File: config.mk
export PLATFORM = sky130hd
export DESIGN_NAME = uart_reg_master_flat
export DESIGN_NICKNAME = d
export VERILOG_FILES = /design/src/rtl/uart_reg_master_if.sv /design/src/rtl/uart_reg_master.sv /design/src/flat_wrapper.sv
export SDC_FILE = /design/constraint.sdc
export NUM_CORES = 1
export LEC_CHECK = 0
export CORE_AREA = 2 2 110 112
export CTS_CLUSTER_DIAMETER = 40
export DETAILED_ROUTE_END_ITERATION = 10
export DIE_AREA = 0 0 112 114
export GPL_ROUTABILITY_DRIVEN = 0
export MAX_ROUTING_LAYER = met4
export SLEW_MARGIN = 25
export SYNTH_ARGS = -nofsm -noshare
export SYNTH_HDL_FRONTEND = slang
export SYNTH_SLANG_ARGS = --single-unit
File: constraint.sdc
create_clock -name clk -period 2.05 [get_ports clk]
set_input_delay 0.41 -clock clk [delete_from_list [all_inputs] [get_ports clk]]
set_output_delay 0.41 -clock clk [all_outputs]
set_load 0.02 [all_outputs]
File: src/rtl/uart_reg_master_if.sv
// Command/response bus between the on-chip command source and uart_reg_master.
interface uart_reg_master_if #(
   parameter int unsigned DATA_BYTES = 1
);
   localparam int unsigned CMD_W = 8 + 8 * DATA_BYTES;
   localparam int unsigned DAT_W = 8 * DATA_BYTES;

   logic [CMD_W-1:0] cmd_in;
   logic             cmd_vld;
   logic             cmd_rdy;
   logic [DAT_W-1:0] rd_data;
   logic             rd_vld;
   logic             rd_err;
   logic             wr_done;

   modport master (output cmd_in, cmd_vld, input cmd_rdy, rd_data, rd_vld, rd_err, wr_done);
   modport slave  (input cmd_in, cmd_vld, output cmd_rdy, rd_data, rd_vld, rd_err, wr_done);
endinterface

File: src/rtl/uart_reg_master.sv
// UART register-access master: header + payload frames on tx, reply bytes on rx.
// Optional rx start-bit timeout enabled by macro UART_RX_TIMEOUT_EN.
module uart_reg_master #(
   parameter int unsigned CLK_DIV    = 434,
   parameter int unsigned DATA_BYTES = 1,
   parameter int unsigned PARITY     = 1,
   parameter int unsigned STOP_BITS  = 1,
   parameter int unsigned GAP_BITS   = 2,
   parameter int unsigned RX_TIMEOUT = 20
) (
   input  logic             clk,
   input  logic             rst_n,
   uart_reg_master_if.slave bus,
   input  logic             rx,
   output logic             tx
);
   localparam int unsigned DAT_W = 8 * DATA_BYTES;
   localparam int unsigned CMD_W = 8 + DAT_W;
   localparam int unsigned CYC_W = $clog2(CLK_DIV);
   localparam logic [CYC_W-1:0] CYC_END = CYC_W'(CLK_DIV - 1);
   localparam logic [CYC_W-1:0] CYC_MID = CYC_W'(CLK_DIV / 2 - 1);

   // Reject unsupported configurations at elaboration.
   if (CLK_DIV < 4 || DATA_BYTES < 1 || DATA_BYTES > 4 || PARITY > 2 ||
       STOP_BITS < 1 || STOP_BITS > 2 || GAP_BITS > 15 || RX_TIMEOUT < 1) begin : g_bad_param
      $error("uart_reg_master: unsupported parameter value");
   end

   typedef enum logic [3:0] {
      IDLE, TX_START, TX_DATA, TX_PAR, TX_STOP, TX_GAP,
      RX_WAIT, RX_DATA, RX_PAR, RX_STOP, DONE
   } state_t;

   state_t           state, state_nxt;
   logic [CYC_W-1:0] cyc, cyc_nxt;
   logic [3:0]       idx, idx_nxt;
   logic [2:0]       byte_idx, byte_nxt;
   logic             is_wr, is_wr_nxt;
   logic [7:0]       tx_byte, tx_byte_nxt;
   logic [DAT_W-1:0] data_sh, data_sh_nxt;
   logic [7:0]       rx_byte, rx_byte_nxt;
   logic [DAT_W-1:0] rd_sh, rd_sh_nxt;
   logic             err, err_nxt, err_now;
   logic             started, started_nxt;
   logic             rx_s1, rx_s2, rx_d;
   logic             tx_nxt, rdy_nxt, rd_vld_nxt, rd_err_nxt, wr_done_nxt;
   logic [DAT_W-1:0] rd_data_nxt;
   logic             cmd_rdy, rd_vld, rd_err, wr_done;
   logic [DAT_W-1:0] rd_data;
   logic [2:0]       nbit;
   logic             cyc_end, accept, tx_last, to_exp;

   assign cyc_end = (cyc == CYC_END);
   assign accept  = bus.cmd_vld && cmd_rdy;
   assign tx_last = !is_wr || (byte_idx == 3'(DATA_BYTES));

`ifdef UART_RX_TIMEOUT_EN
   localparam int unsigned TO_MAX = RX_TIMEOUT * CLK_DIV;
   localparam int unsigned TO_W   = $clog2(TO_MAX + 1);
   logic [TO_W-1:0] to_cnt, to_nxt;
   assign to_exp = !started && (to_cnt == TO_W'(TO_MAX - 1));
`else
   assign to_exp = 1'b0;
`endif

   assign bus.cmd_rdy = cmd_rdy;
   assign bus.rd_data = rd_data;
   assign bus.rd_vld  = rd_vld;
   assign bus.rd_err  = rd_err;
   assign bus.wr_done = wr_done;

   function automatic logic par_of(input logic [7:0] b);
      return (^b) ^ (PARITY == 2);
   endfunction

   // State register.
   always_ff @(posedge clk or negedge rst_n) begin
      if (!rst_n) state <= IDLE;
      else        state <= state_nxt;
   end

   // Next-state decode.
   always_comb begin
      state_nxt = state;
      case (state)
         IDLE:     if (accept) state_nxt = TX_START;
         TX_START: if (cyc_end) state_nxt = TX_DATA;
         TX_DATA:  if (cyc_end && idx == 4'd7) state_nxt = (PARITY != 0) ? TX_PAR : TX_STOP;
         TX_PAR:   if (cyc_end) state_nxt = TX_STOP;
         TX_STOP:
            if (cyc_end && idx == 4'(STOP_BITS - 1)) begin
               if (tx_last)            state_nxt = is_wr ? DONE : RX_WAIT;
               else if (GAP_BITS != 0) state_nxt = TX_GAP;
               else                    state_nxt = TX_START;
            end
         TX_GAP:   if (cyc_end && idx == 4'(GAP_BITS - 1)) state_nxt = TX_START;
         RX_WAIT:
            if (to_exp) state_nxt = DONE;
            else if (started && cyc == CYC_MID && !rx_s2) state_nxt = RX_DATA;
         RX_DATA:  if (cyc_end && idx == 4'd7) state_nxt = (PARITY != 0) ? RX_PAR : RX_STOP;
         RX_PAR:   if (cyc_end) state_nxt = RX_STOP;
         RX_STOP:
            if (cyc_end && idx == 4'(STOP_BITS - 1))
               state_nxt = (byte_idx == 3'(DATA_BYTES - 1)) ? DONE : RX_WAIT;
         DONE:     state_nxt = IDLE;
         default:  state_nxt = IDLE;
      endcase
   end

   // Datapath and registered-output next values.
   always_comb begin
      tx_nxt      = tx;
      rdy_nxt     = cmd_rdy;
      rd_data_nxt = rd_data;
      rd_err_nxt  = rd_err;
      rd_vld_nxt  = 1'b0;
      wr_done_nxt = 1'b0;
      cyc_nxt     = cyc_end ? '0 : cyc + CYC_W'(1);
      idx_nxt     = idx;
      byte_nxt    = byte_idx;
      is_wr_nxt   = is_wr;
      tx_byte_nxt = tx_byte;
      data_sh_nxt = data_sh;
      rx_byte_nxt = rx_byte;
      rd_sh_nxt   = rd_sh;
      err_nxt     = err;
      err_now     = err;
      started_nxt = 1'b0;
      nbit        = 3'(idx + 4'd1);
`ifdef UART_RX_TIMEOUT_EN
      to_nxt      = '0;
`endif
      case (state)
         IDLE: begin
            cyc_nxt = '0;
            if (accept) begin
               rdy_nxt     = 1'b0;
               tx_nxt      = 1'b0;
               is_wr_nxt   = bus.cmd_in[CMD_W-1];
               tx_byte_nxt = bus.cmd_in[CMD_W-1 -: 8];
               data_sh_nxt = bus.cmd_in[DAT_W-1:0];
               byte_nxt    = '0;
               idx_nxt     = '0;
               err_nxt     = 1'b0;
            end
         end
         TX_START:
            if (cyc_end) begin
               idx_nxt = '0;
               tx_nxt  = tx_byte[0];
            end
         TX_DATA:
            if (cyc_end) begin
               if (idx == 4'd7) begin
                  idx_nxt = '0;
                  tx_nxt  = (PARITY != 0) ? par_of(tx_byte) : 1'b1;
               end else begin
                  idx_nxt = idx + 4'd1;
                  tx_nxt  = tx_byte[nbit];
               end
            end
         TX_PAR:
            if (cyc_end) begin
               idx_nxt = '0;
               tx_nxt  = 1'b1;
            end
         TX_STOP:
            if (cyc_end) begin
               if (idx == 4'(STOP_BITS - 1)) begin
                  idx_nxt = '0;
                  if (tx_last) begin
                     wr_done_nxt = is_wr;
                  end else begin
                     tx_byte_nxt = data_sh[7:0];
                     data_sh_nxt = data_sh >> 8;
                     byte_nxt    = byte_idx + 3'd1;
                     tx_nxt      = (GAP_BITS != 0);
                  end
               end else begin
                  idx_nxt = idx + 4'd1;
               end
            end
         TX_GAP:
            if (cyc_end) begin
               if (idx == 4'(GAP_BITS - 1)) begin
                  idx_nxt = '0;
                  tx_nxt  = 1'b0;
               end else begin
                  idx_nxt = idx + 4'd1;
               end
            end
         RX_WAIT: begin
`ifdef UART_RX_TIMEOUT_EN
            to_nxt = to_cnt + TO_W'(1);
`endif
            if (to_exp) begin
               rd_vld_nxt  = 1'b1;
               rd_err_nxt  = 1'b1;
               rd_data_nxt = '0;
            end else if (!started) begin
               cyc_nxt     = '0;
               started_nxt = rx_d && !rx_s2;
            end else if (cyc == CYC_MID) begin
               // A start still low at mid-bit is genuine; otherwise re-arm.
               cyc_nxt = '0;
               idx_nxt = '0;
            end else begin
               started_nxt = 1'b1;
            end
         end
         RX_DATA:
            if (cyc_end) begin
               rx_byte_nxt = {rx_s2, rx_byte[7:1]};
               idx_nxt     = (idx == 4'd7) ? 4'd0 : idx + 4'd1;
            end
         RX_PAR:
            if (cyc_end) begin
               idx_nxt = '0;
               if (rx_s2 != par_of(rx_byte)) err_nxt = 1'b1;
            end
         RX_STOP:
            if (cyc_end) begin
               err_now = err | !rx_s2;
               err_nxt = err_now;
               if (idx == 4'(STOP_BITS - 1)) begin
                  idx_nxt   = '0;
                  rd_sh_nxt = DAT_W'({rx_byte, rd_sh} >> 8);
                  if (byte_idx == 3'(DATA_BYTES - 1)) begin
                     rd_vld_nxt  = 1'b1;
                     rd_err_nxt  = err_now;
                     rd_data_nxt = rd_sh_nxt;
                  end else begin
                     byte_nxt = byte_idx + 3'd1;
                  end
               end else begin
                  idx_nxt = idx + 4'd1;
               end
            end
         DONE: begin
            cyc_nxt = '0;
            rdy_nxt = 1'b1;
            tx_nxt  = 1'b1;
         end
         default: begin
            cyc_nxt = '0;
            tx_nxt  = 1'b1;
         end
      endcase
   end

   // Datapath, synchroniser and output registers.
   always_ff @(posedge clk or negedge rst_n) begin
      if (!rst_n) begin
         cyc      <= '0;
         idx      <= '0;
         byte_idx <= '0;
         is_wr    <= 1'b0;
         tx_byte  <= '0;
         data_sh  <= '0;
         rx_byte  <= '0;
         rd_sh    <= '0;
         err      <= 1'b0;
         started  <= 1'b0;
         rx_s1    <= 1'b1;
         rx_s2    <= 1'b1;
         rx_d     <= 1'b1;
         tx       <= 1'b1;
         cmd_rdy  <= 1'b1;
         rd_data  <= '0;
         rd_vld   <= 1'b0;
         rd_err   <= 1'b0;
         wr_done  <= 1'b0;
`ifdef UART_RX_TIMEOUT_EN
         to_cnt   <= '0;
`endif
      end else begin
         cyc      <= cyc_nxt;
         idx      <= idx_nxt;
         byte_idx <= byte_nxt;
         is_wr    <= is_wr_nxt;
         tx_byte  <= tx_byte_nxt;
         data_sh  <= data_sh_nxt;
         rx_byte  <= rx_byte_nxt;
         rd_sh    <= rd_sh_nxt;
         err      <= err_nxt;
         started  <= started_nxt;
         rx_s1    <= rx;
         rx_s2    <= rx_s1;
         rx_d     <= rx_s2;
         tx       <= tx_nxt;
         cmd_rdy  <= rdy_nxt;
         rd_data  <= rd_data_nxt;
         rd_vld   <= rd_vld_nxt;
         rd_err   <= rd_err_nxt;
         wr_done  <= wr_done_nxt;
`ifdef UART_RX_TIMEOUT_EN
         to_cnt   <= to_nxt;
`endif
      end
   end
endmodule
File: src/flat_wrapper.sv
// flat-port wrapper written by rule: the top's interface ports become plain ports
module uart_reg_master_flat 
#(
   parameter int unsigned CLK_DIV    = 434,
   parameter int unsigned DATA_BYTES = 1,
   parameter int unsigned PARITY     = 1,
   parameter int unsigned STOP_BITS  = 1,
   parameter int unsigned GAP_BITS   = 2,
   parameter int unsigned RX_TIMEOUT = 20
)
  (clk, rst_n, rx, tx, bus_cmd_in, bus_cmd_vld, bus_cmd_rdy, bus_rd_data, bus_rd_vld, bus_rd_err, bus_wr_done);
  uart_reg_master_if #(.DATA_BYTES(DATA_BYTES)) bus_i ();
  input  logic clk;
  input  logic rst_n;
  input  logic rx;
  output logic tx;
  input wire logic [$bits(bus_i.cmd_in)-1:0] bus_cmd_in;
  input wire logic [$bits(bus_i.cmd_vld)-1:0] bus_cmd_vld;
  output wire logic [$bits(bus_i.cmd_rdy)-1:0] bus_cmd_rdy;
  output wire logic [$bits(bus_i.rd_data)-1:0] bus_rd_data;
  output wire logic [$bits(bus_i.rd_vld)-1:0] bus_rd_vld;
  output wire logic [$bits(bus_i.rd_err)-1:0] bus_rd_err;
  output wire logic [$bits(bus_i.wr_done)-1:0] bus_wr_done;
  assign bus_i.cmd_in = bus_cmd_in;
  assign bus_i.cmd_vld = bus_cmd_vld;
  assign bus_cmd_rdy = bus_i.cmd_rdy;
  assign bus_rd_data = bus_i.rd_data;
  assign bus_rd_vld = bus_i.rd_vld;
  assign bus_rd_err = bus_i.rd_err;
  assign bus_wr_done = bus_i.wr_done;
  uart_reg_master #(.CLK_DIV(CLK_DIV), .DATA_BYTES(DATA_BYTES), .PARITY(PARITY), .STOP_BITS(STOP_BITS), .GAP_BITS(GAP_BITS), .RX_TIMEOUT(RX_TIMEOUT)) u_core (.clk(clk), .rst_n(rst_n), .bus(bus_i), .rx(rx), .tx(tx));
endmodule
==> Yosys cells after proc, flatten, opt, wreduce, memory -nomap -nowiden <==
Cells that the tools add are included.
{ "totals": {"regBits": 63, "inputBits": 20, "output_inout_bits": 13, "elab_cells": 177} }
{ "classes": {"add_sub_neg": 3, "order_cmp": 1, "n_eq_ne": 41, "n_mux": 76, "bitwise": 2, "n_reduce_logical": 35} }
{ "ops": {"columns": ["op", "count"], "rows": [
  ["$mux W4", 23],
  ["$mux W8", 8],
  ["$ne A2 B1 Y1 const B", 23],
  ["$pmux W4 S10", 1],
  ["$pmux W8 S2", 2],
  ["$mux W9", 3],
  ["$mux W1", 25],
  ["$pmux W4 S6", 1],
  ["$mux W3", 7],
  ["$eq A4 B3 Y1 const B", 5],
  ["$reduce_and A10 Y1", 2],
  ["$pmux W9 S2", 1],
  ["$reduce_and A8 Y1", 2],
  ["$reduce_xor A8 Y1", 2],
  ["$eq A4 B4 Y1 const B", 3],
  ["$reduce_and A5 Y1", 2],
  ["$add A9 B1 Y9 const B", 1],
  ["$eq A9 B8 Y1 const B", 1],
  ["$eq A9 B9 Y1 const B", 1],
  ["$pmux W3 S3", 1],
  ["$eq A4 B1 Y1 const B", 2],
  ["$eq A4 B2 Y1 const B", 2],
  ["$logic_not A4 Y1", 2],
  ["$reduce_or A8 Y1", 1],
  ["other kinds (24)", 37]
]} }

==> Longest topological paths before layout <==
Gate-level depths: netlist of the first run.
{ "logic_depth": {"ltp_word": 6, "ltp_mapped": 9, "ltp_nobuf": 8} }

==> Worst setup path before layout of the first run <==
OpenSTA, ideal clock, no wires.
{ "synth_timing": {"path_kind": "register -> register", "startpoint": "reg u_core.idx[0]", "endpoint": "reg u_core.idx[3]", "setup_ps": 66, "arrival_time_ps": 2086, "required_time_ps": 1984, "setup_slack_ps": -102, "path_stages_with_launch": 7, "path_buffers": 0, "period_less_slack_ps": 2152, "path_cell_list": "dfrtp_1 > ha_1 > and3b_1 > or4b_1 > o211a_2 > or4_1 > nand2_1"} }
{ "synth_between": {"elab_chain_len": 4, "word_cells_on_any_way": 11, "cone_classes": "1 x add/sub; 2 x eq/ne; 7 x mux; 1 x reduce/logical"} }
{ "synth_rtl": {"columns": ["item", "line_no", "rtl"], "rows": [
  ["start: declaration", "uart_reg_master.sv:36", "logic [3:0] idx, idx_nxt;"],
  ["start signal: assignment", "uart_reg_master.sv:278", "idx <= idx_nxt;"],
  ["$add A4 B1 Y4, or another cell as far along", null, null],
  ["$mux W4 (on tied branches)", null, null],
  ["$mux W4 (on tied branches)", "uart_reg_master.sv:168, uart_reg_master.sv:184, uart_reg_master.sv:212", null],
  ["$pmux W4 S6 (*)", "uart_reg_master.sv:133", "case (state)"]
]} }
Mark *: on every way between the ends. The rest lies on a longest branch, timed or not. The select of a mux whose other input is x is not followed.
A chain may end at the register's enable or synchronous reset.

==> Worst setup path after layout of the first run <==
Ends and elaborated chain as after synthesis.

==> results.py, run 1 <==
metrics = {
    "detailed_routing": {
        "via_count": 2795,
        "routed_via_density": 4.84,
        "wl_per_cell_um": 14.3,
        "drt_iter0_markers": 160,
        "drc_errors": 0,
        "routed_wl_um": 8260,
        "ant_nets": 0,
        "firstDrtPassIters": 4,
    },
    "global_routing": {
        "grt_max_degree": 29,
        "grt-ovfl-total": 0,
        "grt_pass1_wl_um": 14100,
        "groute.usage.overall": 0.142,
        "grt_antenna_before_repair": 0,
        "grt_pass1_vias": 2871,
    },
    "sta": {
        "fmax_mhz": 484,
        "skew_ns": 0.00253,
        "finalHoldViolCount": 0,
        "tightest_slew_ns": 0.411,
        "drv_slew": 0,
        "setup_viol": 1,
        "slew_headroom": 0.723,
        "period_share": 1.01,
        "rsz0062_at_grt": "true",
        "fin_hold_ws_ns": 0.355,
        "setup_slack_ns": -0.0144,
        "finalCriticalPeriod_ns": 2.06,
    },
    "power": {
        "p_switching_mw": 0.581,
        "powerDensity_nw_per_um2": 647,
        "finalPower_mw": 3.13,
        "pwr-share-clk": 0.575,
        "peakVddDrop_v": 0.000523,
        "p_leak_nw": 2.09,
        "p_comb_frac": 0.024,
        "swShare": 0.186,
        "power_frac_seq": 0.401,
        "intPower_mw": 2.54,
    },
    "setup_path": {
        "start_kind": "flop",
        "path_class": "reg2reg",
        "worstPathRequired_ns": 2.32,
        "arrival_ns": 2.33,
        "critical_path.max_fanout": 5,
        "endpoint_kind": "flop",
    },
    "clock_network": {
        "cts_tree": "done",
        "insertion_delay_ns": 0.33,
        "cts.clk_slew.worst_paths_ns": 0.05,
        "cts_buffer_depth": 2,
        "h-tree-depth": 3,
        "cts.sinks": 63,
        "cts_root_buf": "clkbuf_16",
        "numCtsBuffers": 9,
    },
    "finish": {
        "fin_nets": 455,
        "antenna_cells": 0,
        "ff_latch_area_um2": 1590,
        "fillers": 1115,
        "mostFrequentLayoutCells": "dfrtp_1 (56), buf_4 (49), nand2_1 (35)",
        "finalInstanceArea_um2": 4830,
        "areaGrowthSynthToFinish_pct": 40.9,
        "multi_input_area_um2": 1840,
        "drive_above_1_share": 0.290,
        "final_common_cell": "dfrtp_1",
    },
    "logic_synthesis": {
        "synthArstFlopShare": 1.00,
        "synth_edf_count": 0,
        "yosys_register_bits": 63,
        "synthFlopType": "dfrtp_1",
        "seq_area_frac_synth": 0.462,
        "synthDistinctLibCells": 55,
        "synth.yosys.warnings": 0,
        "syn_nets": 369,
        "synthCells": 340,
        "syn-cell-area_um2": 3430,
        "syn_area_per_cell_um2": 10.1,
    },
    "floorplanning": {
        "die_w_um": 112,
        "die_area_um2": 12800,
        "ioPinCount": 33,
        "die_y_um": 114,
        "initial_core_util": 0.293,
        "rows": 40,
        "core_area_um2": 11700,
    },
    "placed_design": {
        "place_area_um2": 4300,
        "io_buffer_count": 32,
        "hpwl_um": 5920,
    },
    "run_status": {
        "run_status": "finished, violations left",
        "violations": "negative setup slack",
    },
    "flow_run": {
        "maxCapViolations": 0,
    },
    "hold_path": {
        "hold_path_class": "reg2reg",
    },
}
power groups by stage:
stage                     logic (mW)  registers (mW)  clock network, mW
after floorplan              0.00682            1.27                  0
after global placement        0.0766            1.27                  0
after detailed placement      0.0773            1.27                  0
after CTS                     0.0790            1.25               1.83
after global routing          0.0856            1.25               1.89
final                         0.0759            1.25               1.80
final timing paths:
path / startpoint / endpoint / slack [ns] / cells after the start
max: u_core.idx[0] / u_core.idx[3] / -0.01 / 6
min: u_core.rx_s1 / u_core.rx_s2 / 0.36 / 0
max reg2reg: u_core.idx[0] / u_core.idx[3] / -0.01 / 6
min reg2reg: u_core.rx_s1 / u_core.rx_s2 / 0.36 / 0
max in group asynchronous: rst_n / u_core.bus.cmd_rdy / 0.84 / 3
min in group asynchronous: rst_n / u_core.idx[3] / 0.53 / 2
worst max-delay path, cell delays in order (launching register included):
cell and delay [ns]:
dfrtp_2 0.44, ha_4 0.17, and3b_1 0.17, or4b_4 0.52
o211a_4 0.17, or4_4 0.47, nand2_1 0.07
synth_stat cells (2+ instances only):
master | number | area, µm²
nor3_1 | 7 | 35.0
a21oi_1 | 14 | 70.1
nand2b_1 | 6 | 37.5
ha_1 | 9 | 113
nor4_1 | 2 | 12.5
mux2_2 | 18 | 203
dfstp_2 | 5 | 131
mux4_2 | 2 | 45.0
a22o_1 | 9 | 78.8
nor2_1 | 35 | 131
nand3_1 | 12 | 60.1
xnor2_1 | 18 | 158
o22a_1 | 2 | 17.5
mux2i_1 | 10 | 100
nor3b_1 | 4 | 30.0
nand2_1 | 36 | 135
buf_2 | 8 | 40.0
xor2_1 | 7 | 61.3
or4_1 | 3 | 22.5
nand3b_1 | 3 | 22.5
dfrtp_1 | 58 | 1450
a31oi_1 | 5 | 31.3
o21ai_1 | 2 | 10.0
o21ai_0 | 18 | 90.1
nor2b_1 | 3 | 18.8
inv_1 | 11 | 41.3
nand4_1 | 2 | 12.5
clkbuf_1 | 4 | 15.0
metrics by stage:
step / setup WS [ns] / TNS, ns / instances / utilization
after floorplan: -0.00612 / -0.00612 / 340 / -
after global placement: -0.0536 / -0.423 / 553 / 0.367
after detailed placement: -0.0762 / -0.664 / 553 / 0.367
after CTS: -0.0293 / -0.0293 / 574 / 0.405
after global routing: -0.0715 / -0.339 / 578 / 0.412
final: -0.0144 / -0.0144 / 578 / 0.412
final cells by class:
cell class,count,area share
inverter,11,0.00855
multi-input combinational,251,0.382
timing repair buffer,90,0.169
tap,147,0.0381
clock inverter,5,0.0215
sequential,63,0.328
clock buffer,11,0.0523
state kept, by name, summed over array words and instances, names as in the netlist:
signal and count:
u_core.cyc 9, u_core.byte_idx 3, u_core.rx_s1 1, u_core.idx 4, u_core.rx_byte 8, u_core.err 1
u_core.bus.rd_err 1, u_core.bus.wr_done 1, u_core.tx_byte 8, u_core.started 1, u_core.is_wr 1, u_core.rx_s2 1
u_core.tx 1, u_core.data_sh 8, u_core.bus.rd_data 8, u_core.rx_d 1, u_core.bus.cmd_rdy 1, u_core.bus.rd_vld 1
u_core.state 4
cell families after synthesis:
logic type               share of synthesized area
AND/OR/NAND/NOR                              0.177
AO/OA/AOI/OAI                                0.128
flip-flops                                   0.462
multiplexers                                 0.101
buffers and inverters                       0.0347
XOR/XNOR                                    0.0639
adder cells (fa/ha/maj)                     0.0328
layer usage:
layer  routed length (µm)  up-vias  GRT usage
met4                   73        0     0.0415
met2                 4160       49      0.234
met3                  323        8     0.0377
li1                     -     1369          -
met1                 3700     1369      0.173
met5                    0        -          -
repair_timing:
| action | CTS | global route |
|---|---|---|
| pin swaps | 8 | 11 |
| buffers inserted | 4 | 4 |
| hold buffers | 1 | 0 |
| endpoints found under the setup margin | 16 | 32 |
| cloned | 1 | 0 |
| endpoints found under the hold margin | 8 | 0 |
| gates resized for setup | 12 | 20 |
No activity file was read; power rests on OpenSTA's default activity.
==> run 2, diff against run 1 <==
DONT_BUFFER_PORTS = 1   (was default)
==> run 2 against run 1 <==
  * Non-clock buffer count is 39 lower
  * First-iteration DRC count grew 0.63%
  * Setup slack gained 0.023 ns
  * Critical path depth unchanged
  * Design area shrank 8.3%
  * Wire length rose by 0.33%
  * Sequential cell count stayed put
  * Die area unchanged
  * Register-to-register slack better by 0.02 ns
  * Final cell count shrank 6.7%
  * Utilization down 3.4 points
  * The flow now finishes without violations
  * Sequential share of layout area is 3.0 points higher
==> results.py, run 2 (synthesis gave the netlist of run 1 again) <==
metrics = {
    "detailed_routing": {
        "routed_wl_um": 8280,
        "drc_errors": 0,
        "firstDrtPassIters": 4,
        "ant_nets": 0,
        "drt_iter0_markers": 161,
        "wl_per_cell_um": 15.4,
        "routed_via_density": 5.01,
        "via_count": 2702,
    },
    "power": {
        "peakVddDrop_v": 0.000398,
        "finalPower_mw": 2.97,
        "powerDensity_nw_per_um2": 670,
        "p_leak_nw": 1.91,
    },
    "setup_path": {
        "path_class": "reg2reg",
        "r2r_cells": 6,
        "worstPathRequired_ns": 2.32,
        "reg2reg_to": "u_core.idx[3]",
        "endpoint_kind": "flop",
        "start_kind": "flop",
        "worst-r2r-setup-slack_ns": 0.009,
        "critical_path.max_fanout": 5,
        "rr_startpoint": "u_core.idx[0]",
        "arrival_ns": 2.31,
    },
    "floorplanning": {
        "ioPinCount": 33,
        "core_area_um2": 11700,
        "die_y_um": 114,
        "rows": 40,
        "die_area_um2": 12800,
        "initial_core_util": 0.293,
        "die_w_um": 112,
    },
    "finish": {
        "largest_reg_flops": 9,
        "top_register": "u_core.cyc",
        "fillers": 1142,
        "antenna_cells": 0,
        "fin_nets": 416,
        "finalInstanceArea_um2": 4430,
        "drive_above_1_share": 0.298,
        "final_common_cell": "dfrtp_1",
        "areaGrowthSynthToFinish_pct": 29.2,
        "mostFrequentLayoutCells": "dfrtp_1 (53), buf_4 (45), nand2_1 (36)",
    },
    "global_routing": {
        "grt-ovfl-total": 0,
        "grt_pass1_wl_um": 13300,
        "grt_antenna_before_repair": 0,
        "grt_pass1_vias": 2706,
        "groute.usage.overall": 0.135,
        "grt_max_degree": 64,
    },
    "placed_design": {
        "io_buffer_count": 0,
        "place_area_um2": 3920,
        "hpwl_um": 5720,
    },
    "flow_run": {
        "maxCapViolations": 0,
    },
    "sta": {
        "slew_headroom": 0.659,
        "rsz0062_at_grt": "true",
        "finalCriticalPeriod_ns": 2.04,
        "period_share": 0.996,
        "tightest_slew_ns": 0.504,
        "finalHoldViolCount": 0,
        "drv_slew": 0,
        "setup_viol": 0,
        "skew_ns": 0.00594,
        "fmax_mhz": 490,
    },
    "clock_network": {
        "h-tree-depth": 3,
        "cts.clk_slew.worst_paths_ns": 0.06,
        "cts_tree": "done",
        "cts.sinks": 63,
        "cts_buffer_depth": 2,
        "cts_root_buf": "clkbuf_16",
        "insertion_delay_ns": 0.33,
        "numCtsBuffers": 9,
    },
    "hold_path": {
        "hold_depth": 0,
        "whs_endpoint": "u_core.rx_s1",
        "hold_path_class": "in2reg",
        "hold_start": "rx",
    },
    "run_status": {
        "run_status": "completed",
    },
}
==> run 2: area by class of cell <==
type / instances / area, µm² / share of cell area
clock buffer: 9 / 225 / 0.0508
clock inverter: 7 / 103 / 0.0232
inverter: 11 / 41.3 / 0.00932
multi-input combinational: 251 / 1850 / 0.418
sequential: 63 / 1590 / 0.359
tap: 147 / 184 / 0.0415
timing repair buffer: 51 / 438 / 0.0988
==> run 2: repair_timing <==
item,4_1_cts,5_1_grt
endpoints found under the setup margin,11,20
gates cloned,1,0
hold buffers,2,0
endpoints found under the hold margin,63,0
setup buffers,2,2
resized for setup,8,27
pin swaps,6,8
==> run 2: worst max-delay path, cell delays in order, from the launching register on <==
cell and delay, ns:
dfrtp_2 0.45, ha_4 0.17, and3b_1 0.17, or4b_4 0.48
o211a_4 0.16, or4_1 0.47, nand2_1 0.08
==> run 2: worst max path at each step <==
stage             startpoint  slack [ns]               endpoint
2_1_floorplan  u_core.idx[0]      -0.006          u_core.idx[3]
3_3_place_gp   u_core.cyc[3]        0.01  u_core.bus.rd_data[7]
3_5_place_dp   u_core.idx[1]       -0.03              u_core.tx
4_1_cts        u_core.idx[1]      -0.008              u_core.tx
5_1_grt        u_core.cyc[0]       -0.06              u_core.tx
6_report       u_core.idx[0]       0.009          u_core.idx[3]
==> run 2: metrics by stage <==
step	setup WS, ns	TNS, ns	utilization	hold slack, ns	cells
2_1_floorplan	-0.00612	-0.00612	-	0.114	340
3_3_place_gp	0.00972	0	0.335	0.120	516
3_5_place_dp	-0.0340	-0.251	0.335	0.120	516
4_1_cts	-0.00807	-0.00807	0.370	0.0589	537
5_1_grt	-0.0616	-0.664	0.378	0.0520	539
6_report	0.00883	0	0.378	0.0725	539
==> run 2: metal layers <==
metal	vias up	track usage	routed length [µm]
met5	-	-	0
li1	1293	-	-
met3	21	0.0377	451
met2	70	0.215	4030
met4	0	0.0504	172
met1	1318	0.165	3630
==> run 2: power breakdown <==
| group | internal, mW | switching (mW) | total (mW) |
|---|---|---|---|
| Combinational | 0.0113 | 0.0276 | 0.0389 |
| Sequential | 1.25 | 0.00302 | 1.25 |
| Clock | 1.08 | 0.599 | 1.68 |
==> run 3, diff against run 2 <==
ABC_CLOCK_PERIOD_IN_PS = 2050   (was default)
==> results of run 3 <==
Same layout as run 2: the final DEF is identical, and so are final timing and power.
